File: src/rtl/reg8_arb_seq.sv
// reg8_arb_seq: round-robin front end for a shared load/increment register.
// Two requesters send LOAD or ADD-n commands over valid/ready. One command
// runs at a time. The controller drives the register's ld/inc/in pins cycle
// by cycle, then sends back the final register value tagged with the
// requester ID.
module reg8_arb_seq #(
  parameter int DATA_W = 8
) (
  input  logic              clk,
  input  logic              rst_n,
  input  logic              req0_valid,
  output logic              req0_ready,
  input  logic              req0_op,
  input  logic [DATA_W-1:0] req0_data,
  input  logic              req1_valid,
  output logic              req1_ready,
  input  logic              req1_op,
  input  logic [DATA_W-1:0] req1_data,
  output logic              resp_valid,
  output logic              resp_id,
  output logic [DATA_W-1:0] resp_data,
  output logic              reg_ld,
  output logic              reg_inc,
  output logic [DATA_W-1:0] reg_in,
  input  logic [DATA_W-1:0] reg_out
);

  typedef enum logic [1:0] {S_IDLE, S_LOAD, S_INC, S_RESP} state_t;

  state_t            state_q, state_d;
  logic              prio_q;      // requester that wins when both are valid
  logic              id_q;
  logic [DATA_W-1:0] data_q;
  logic [DATA_W-1:0] cnt_q;       // remaining increment cycles, counting down

  logic              grant_id;
  logic              grant_valid;
  logic              grant_op;
  logic [DATA_W-1:0] grant_data;
  logic              hs;

  // Arbitration and ready: combinational, active only while idle.
  always_comb begin
    // NOTE: every signal gets a value before any branch, so no latch is inferred.
    grant_id = prio_q;
    if (prio_q == 1'b0) grant_id = req0_valid ? 1'b0 : 1'b1;
    else                grant_id = req1_valid ? 1'b1 : 1'b0;
    grant_valid = grant_id ? req1_valid : req0_valid;
    grant_op    = grant_id ? req1_op    : req0_op;
    grant_data  = grant_id ? req1_data  : req0_data;
    hs          = (state_q == S_IDLE) && grant_valid;
    req0_ready  = hs && !grant_id;
    req1_ready  = hs &&  grant_id;
  end

  // Next-state logic.
  always_comb begin
    state_d = state_q;
    case (state_q)
      S_IDLE: if (hs) begin
        if (!grant_op)                state_d = S_LOAD;
        else if (grant_data != '0)    state_d = S_INC;
        else                          state_d = S_RESP;
      end
      S_LOAD: state_d = S_RESP;
      S_INC:  if (cnt_q == DATA_W'(1)) state_d = S_RESP;
      S_RESP: state_d = S_IDLE;
      default: state_d = S_IDLE;
    endcase
  end

  // State, priority and latched command. Reset aborts any command in flight.
  always_ff @(posedge clk or negedge rst_n) begin
    if (!rst_n) begin
      state_q <= S_IDLE;
      prio_q  <= 1'b0;
      id_q    <= 1'b0;
      data_q  <= '0;
      cnt_q   <= '0;
    end else begin
      // NOTE: clocked state uses non-blocking assignments, so every block samples pre-edge values.
      state_q <= state_d;
      if (hs) begin
        id_q   <= grant_id;
        data_q <= grant_data;
        cnt_q  <= grant_data;
        prio_q <= ~grant_id;
      end else if (state_q == S_INC) begin
        cnt_q <= cnt_q - DATA_W'(1);
      end
    end
  end

  // Registered outputs, computed from the upcoming state.
  // resp_data is loaded on the same edge that applies the last register update.
  // This controller is the register's only driver, so that update is known here.
  // The update is applied to the register's current value in advance.
  // As a result, resp_data equals reg_out throughout the RESP cycle.
  always_ff @(posedge clk or negedge rst_n) begin
    if (!rst_n) begin
      reg_ld     <= 1'b0;
      reg_inc    <= 1'b0;
      reg_in     <= '0;
      resp_valid <= 1'b0;
      resp_id    <= 1'b0;
      resp_data  <= '0;
    end else begin
      reg_ld     <= (state_d == S_LOAD);
      reg_inc    <= (state_d == S_INC);
      reg_in     <= (state_d == S_LOAD) ? grant_data : '0;
      resp_valid <= (state_d == S_RESP);
      if (state_d == S_RESP) begin
        resp_id <= (state_q == S_IDLE) ? grant_id : id_q;
        case (state_q)
          S_LOAD:  resp_data <= data_q;
          S_INC:   resp_data <= reg_out + DATA_W'(1);
          default: resp_data <= reg_out;
        endcase
      end
    end
  end

endmodule

File: config.mk
export PLATFORM = sky130hd
export DESIGN_NAME = reg8_arb_seq
export DESIGN_NICKNAME = d
export VERILOG_FILES = /design/src/rtl/reg8_arb_seq.sv
export SDC_FILE = /design/constraint.sdc
export NUM_CORES = 1
export LEC_CHECK = 0
export CORE_AREA = 2 2 84 86
export CTS_BUF_LIST = sky130_fd_sc_hd__clkbuf_2 sky130_fd_sc_hd__clkbuf_4 sky130_fd_sc_hd__clkbuf_8
export CTS_CLUSTER_DIAMETER = 40
export DETAILED_ROUTE_END_ITERATION = 10
export DIE_AREA = 0 0 86 88
export GPL_ROUTABILITY_DRIVEN = 0
export PLACE_DENSITY = 0.58
export SLEW_MARGIN = 10
export SYNTH_ARGS = -nofsm -noshare
export SYNTH_HDL_FRONTEND = slang
export SYNTH_SLANG_ARGS = --single-unit
File: constraint.sdc
create_clock -name clk -period 2.2 [get_ports clk]
set_clock_uncertainty 0.1 [all_clocks]
set_input_delay 0.44 -clock clk [delete_from_list [all_inputs] [get_ports clk]]
set_output_delay 0.44 -clock clk [all_outputs]
set_load 0.03 [all_outputs]
==> flow_summary.html <==
<table>
<tr><th>Metric</th><th>Value</th></tr>
<tr><th colspan="2">Detailed routing</th></tr>
<tr><td>Detailed Routing Iterations Pass 1</td><td>6</td></tr>
<tr><td>Wire length per cell</td><td>13.9 µm</td></tr>
<tr><td>DRC</td><td>0</td></tr>
<tr><td>Post-route ant nets</td><td>0</td></tr>
<tr><td>Sum of routed wire length over all layers</td><td>5370 µm</td></tr>
<tr><td>Detailed-route via count</td><td>1,899</td></tr>
<tr><td>Vias per cell</td><td>approximately 5</td></tr>
<tr><td>DRT iter0 DRCs</td><td>95</td></tr>
<tr><th colspan="2">Floorplan</th></tr>
<tr><td>Num rows</td><td>30</td></tr>
<tr><td>Starting density of the core</td><td>between 30% and 40%</td></tr>
<tr><td>Number of I/O pins</td><td>52</td></tr>
<tr><td>Vert. Die Dim</td><td>between 80 and 90 µm</td></tr>
<tr><td>Die Footprint</td><td>around 7600 µm²</td></tr>
<tr><td>Area inside the core boundary</td><td>roughly 6600 µm²</td></tr>
<tr><td>Width of the die</td><td>86 µm</td></tr>
<tr><th colspan="2">Synthesis</th></tr>
<tr><td>Prevailing post-synth register cell</td><td>dfrtp_1</td></tr>
<tr><td>Syn Std Cell Area</td><td>between 2000 and 2500 µm²</td></tr>
<tr><td>Post-synth EDFFs</td><td>0</td></tr>
<tr><td>Post-synthesis sequential area ratio</td><td>between 40% and 50%</td></tr>
<tr><td>Async SR Flop Fraction</td><td>100%</td></tr>
<tr><td>Largest area contributor in the synthesized netlist</td><td>dfrtp_1</td></tr>
<tr><td>Net Count, Synth</td><td>approximately 250</td></tr>
<tr><td>Count of cell types in the netlist</td><td>between 40 and 50</td></tr>
<tr><td>Average instance area after synthesis</td><td>a little under 10 µm²</td></tr>
<tr><td>Synthesis Warnings</td><td>0</td></tr>
<tr><td>Number of instances in the synthesized netlist</td><td>approximately 220</td></tr>
<tr><td>Biggest area contributors in the synthesized netlist</td><td>dfrtp_1 47%, nand2_1 5.1%, mux2_2 4.7%</td></tr>
<tr><td>Register bit total from synthesis</td><td>40</td></tr>
<tr><td>Synth top area share</td><td>between 40% and 50%</td></tr>
<tr><td>Leading cell type by number of instances after synthesis</td><td>dfrtp_1</td></tr>
<tr><td>Top cells by instance count after synthesis</td><td>40 x dfrtp_1, 29 x nand2_1, 17 x nor2_1</td></tr>
<tr><th colspan="2">Clocking</th></tr>
<tr><td>Number of H-tree branching levels</td><td>2</td></tr>
<tr><td>Root Driver</td><td>clkbuf_8</td></tr>
<tr><td>Maximum number of buffers from clock root to sink</td><td>2</td></tr>
<tr><td>Clock network latency to the later pin of the worst-skew pair</td><td>a little under 0.3 ns</td></tr>
<tr><td>Clock-pin transition on the worst setup and hold timing paths</td><td>~0.08 ns</td></tr>
<tr><td>Clock tree from TritonCTS</td><td>done</td></tr>
<tr><td>Num CTS Buffers</td><td>5</td></tr>
<tr><td>CTS sink count</td><td>40</td></tr>
<tr><th colspan="2">Timing</th></tr>
<tr><td>Slew at the pin closest to its max-slew limit</td><td>just over 0.5 ns</td></tr>
<tr><td>Hold Fails Final Rpt</td><td>0</td></tr>
<tr><td>Final number of max-transition violations</td><td>0</td></tr>
<tr><td>Period minus WS final</td><td>2.15 ns</td></tr>
<tr><td>Maximum clock frequency</td><td>between 0.4 and 0.5 GHz</td></tr>
<tr><td>Crit share post-route</td><td>about 98%</td></tr>
<tr><td>Total negative slack</td><td>0 ns</td></tr>
<tr><td>Rel. slew slack</td><td>around two thirds</td></tr>
<tr><td>Setup-violating endpoint count in the final report</td><td>0</td></tr>
<tr><th colspan="2">Worst setup path</th></tr>
<tr><td>Required time of the critical path</td><td>2.28 ns</td></tr>
<tr><td>Top fanout value on the critical path</td><td>5</td></tr>
<tr><td>WS Path Type</td><td>primary input to flop</td></tr>
<tr><td>Critical Path End Type</td><td>flop</td></tr>
<tr><td>Crit-path cells</td><td>clkdlybuf4s15_1 -&gt; or4_4 -&gt; a211o_1 -&gt; a41oi_2 -&gt; o221ai_4 -&gt; buf_6 -&gt; mux2_4</td></tr>
<tr><td>Element type at the critical path start</td><td>primary input</td></tr>
<tr><td>Worst path max stage delay</td><td>about 0.51 ns</td></tr>
<tr><td>Data arrival time at the worst-slack endpoint</td><td>between 2 and 2.5 ns</td></tr>
<tr><td>Combined buffer and inverter count along the critical path</td><td>2</td></tr>
<tr><td>Worst path slowest cell</td><td>or4_4</td></tr>
<tr><td>Family with the most delay on the worst path</td><td>compound AO/OA/AOI/OAI gates</td></tr>
<tr><th colspan="2">Outcome</th></tr>
<tr><td>Outcome</td><td>finished, final reports clean</td></tr>
<tr><th colspan="2">Pwr</th></tr>
<tr><td>Maximum resistive drop on vdd</td><td>~0.00023 V</td></tr>
<tr><td>Power Density</td><td>481 nW/µm²</td></tr>
<tr><td>PnR Total Power</td><td>between 1.5 and 2 mW</td></tr>
<tr><td>LEAKAGE</td><td>between 1.5 and 2 nW</td></tr>
<tr><th colspan="2">Final layout</th></tr>
<tr><td>Final net count</td><td>341</td></tr>
<tr><td>Number of diodes</td><td>0</td></tr>
<tr><td>P&amp;R area growth vs syn</td><td>50.1%</td></tr>
<tr><td>Fraction of final layout cells with drive strength greater than 1</td><td>roughly a quarter</td></tr>
<tr><th colspan="2">Global route</th></tr>
<tr><td>Via count of the first global-routing pass</td><td>approximately 2,000</td></tr>
<tr><td>Pin count of the biggest net entering global routing</td><td>41</td></tr>
<tr><td>Number of antenna violations at the first check in global routing</td><td>0</td></tr>
<tr><td>Leftover overflow at the end of global routing</td><td>0</td></tr>
<tr><td>Wire length of the first global-routing pass</td><td>9050 µm</td></tr>
<tr><td>Global routing usage summed across all routing layers</td><td>around 15%</td></tr>
<tr><th colspan="2">Flow run</th></tr>
<tr><td>Maxcap violations</td><td>0</td></tr>
<tr><th colspan="2">Hold path</th></tr>
<tr><td>Path category of the worst min-delay check</td><td>primary input to async pin</td></tr>
<tr><th colspan="2">Placed design</th></tr>
<tr><td>Count of input and output buffers</td><td>slightly above 50</td></tr>
<tr><td>Post-DP HPWL</td><td>~4000 µm</td></tr>
</table>
==> metrics by stage <==
stage	instances	setup WS [ns]	util [%]	hold slack [ns]	area (µm²)
floorplan	215	0.0171	-	0.0444	2140
global placement	371	-0.533	44.6	0.364	2970
detailed placement	371	-0.586	44.6	0.364	2970
CTS	385	-0.0119	47.6	0.125	3170
global route	385	-0.0145	48.3	0.153	3210
finish	385	0.0522	48.3	0.105	3210
==> layer usage <==
layer | global-route usage (%) | wire length, µm | vias up
met5 | 0 | 0 | -
met4 | 5.77 | 105 | 0
met3 | 3.49 | 288 | 11
met2 | 26.0 | 2610 | 52
met1 | 19.1 | 2370 | 893
li1 | - | - | 943
==> placed cells by master, fill, tap and decap left out, types with 3 or more instances in the layout <==
cell type and count:
clkbuf_2 3, o21a_1 9, buf_6 3, nand3_1 8, ha_1 4, clkdlybuf4s50_1 38
xor2_1 4, inv_1 9, a21boi_0 8, dlygate4sd2_1 4, xnor2_1 3, o21ai_0 8
a21oi_1 8, nor3_1 3, nand2_1 29, clkdlybuf4s15_1 3, nor2_1 15, dfrtp_1 40
a22o_1 3, mux2i_1 9, mux2_2 7, clkbuf_8 7, buf_4 37
==> report_power, final <==
| part | leakage, nW | internal [mW] | switching, mW | total (mW) |
|---|---|---|---|---|
| sequential | 0.518 | 0.734 | 0 | 0.734 |
| combinational | 0.923 | 0.0819 | 0.0645 | 0.146 |
| clock | 0.0645 | 0.400 | 0.261 | 0.661 |
| total | 1.51 | 1.22 | 0.325 | 1.54 |
==> worst paths after layout <==
check,start,end,slack (ns),cells after the start
worst min register to register,id_q,id_q,0.38,1
worst max register to register,state_q[1],resp_data[1],0.09,8
min in group clk,req0_data[1],reg_in[1],0.37,3
worst min-delay path,rst_n,cnt_q[2],0.10,2
max in group asynchronous,rst_n,cnt_q[1],1.55,2
worst max-delay path,req0_data[5],resp_data[0],0.05,7
==> area by class of cell <==
cell class / instances / area [µm²]
timing repair buffer: 90 / 797
clock inverter: 1 / 30.0
sequential: 40 / 1000
fill: 643 / 3440
tap: 80 / 100
multi-input combinational: 157 / 1140
inverter: 10 / 40.0
clock buffer: 7 / 96.3
==> cell families (layout without fill, tap and decap cells) <==
logic type / count (synthesis) / count (layout) / share of synthesized area, %
AND/OR/NAND/NOR: 75 / 75 / 16.6
AO/OA/AOI/OAI: 50 / 50 / 17.3
flip-flops: 40 / 40 / 46.9
multiplexers: 18 / 18 / 8.96
buffers and inverters: 18 / 108 / 3.22
adder cells (fa/ha/maj): 7 / 7 / 4.10
XOR/XNOR: 7 / 7 / 2.87
==> flip-flops by register name, indices dropped and copies added, names as in the netlist <==
signal / count
cnt_q: 8
data_q: 8
reg_in: 8
resp_data: 8
state_q: 2
id_q: 1
prio_q: 1
reg_inc: 1
reg_ld: 1
resp_id: 1
resp_valid: 1
==> what timing repair did <==
item / in CTS / in global routing
hold buffers: 0 / 0
pin swaps: 6 / 6
setup buffers: 6 / 0
resized for setup: 25 / 18
endpoints found under the setup margin: 11 / 20
No activity file was read; power rests on OpenSTA's default activity.
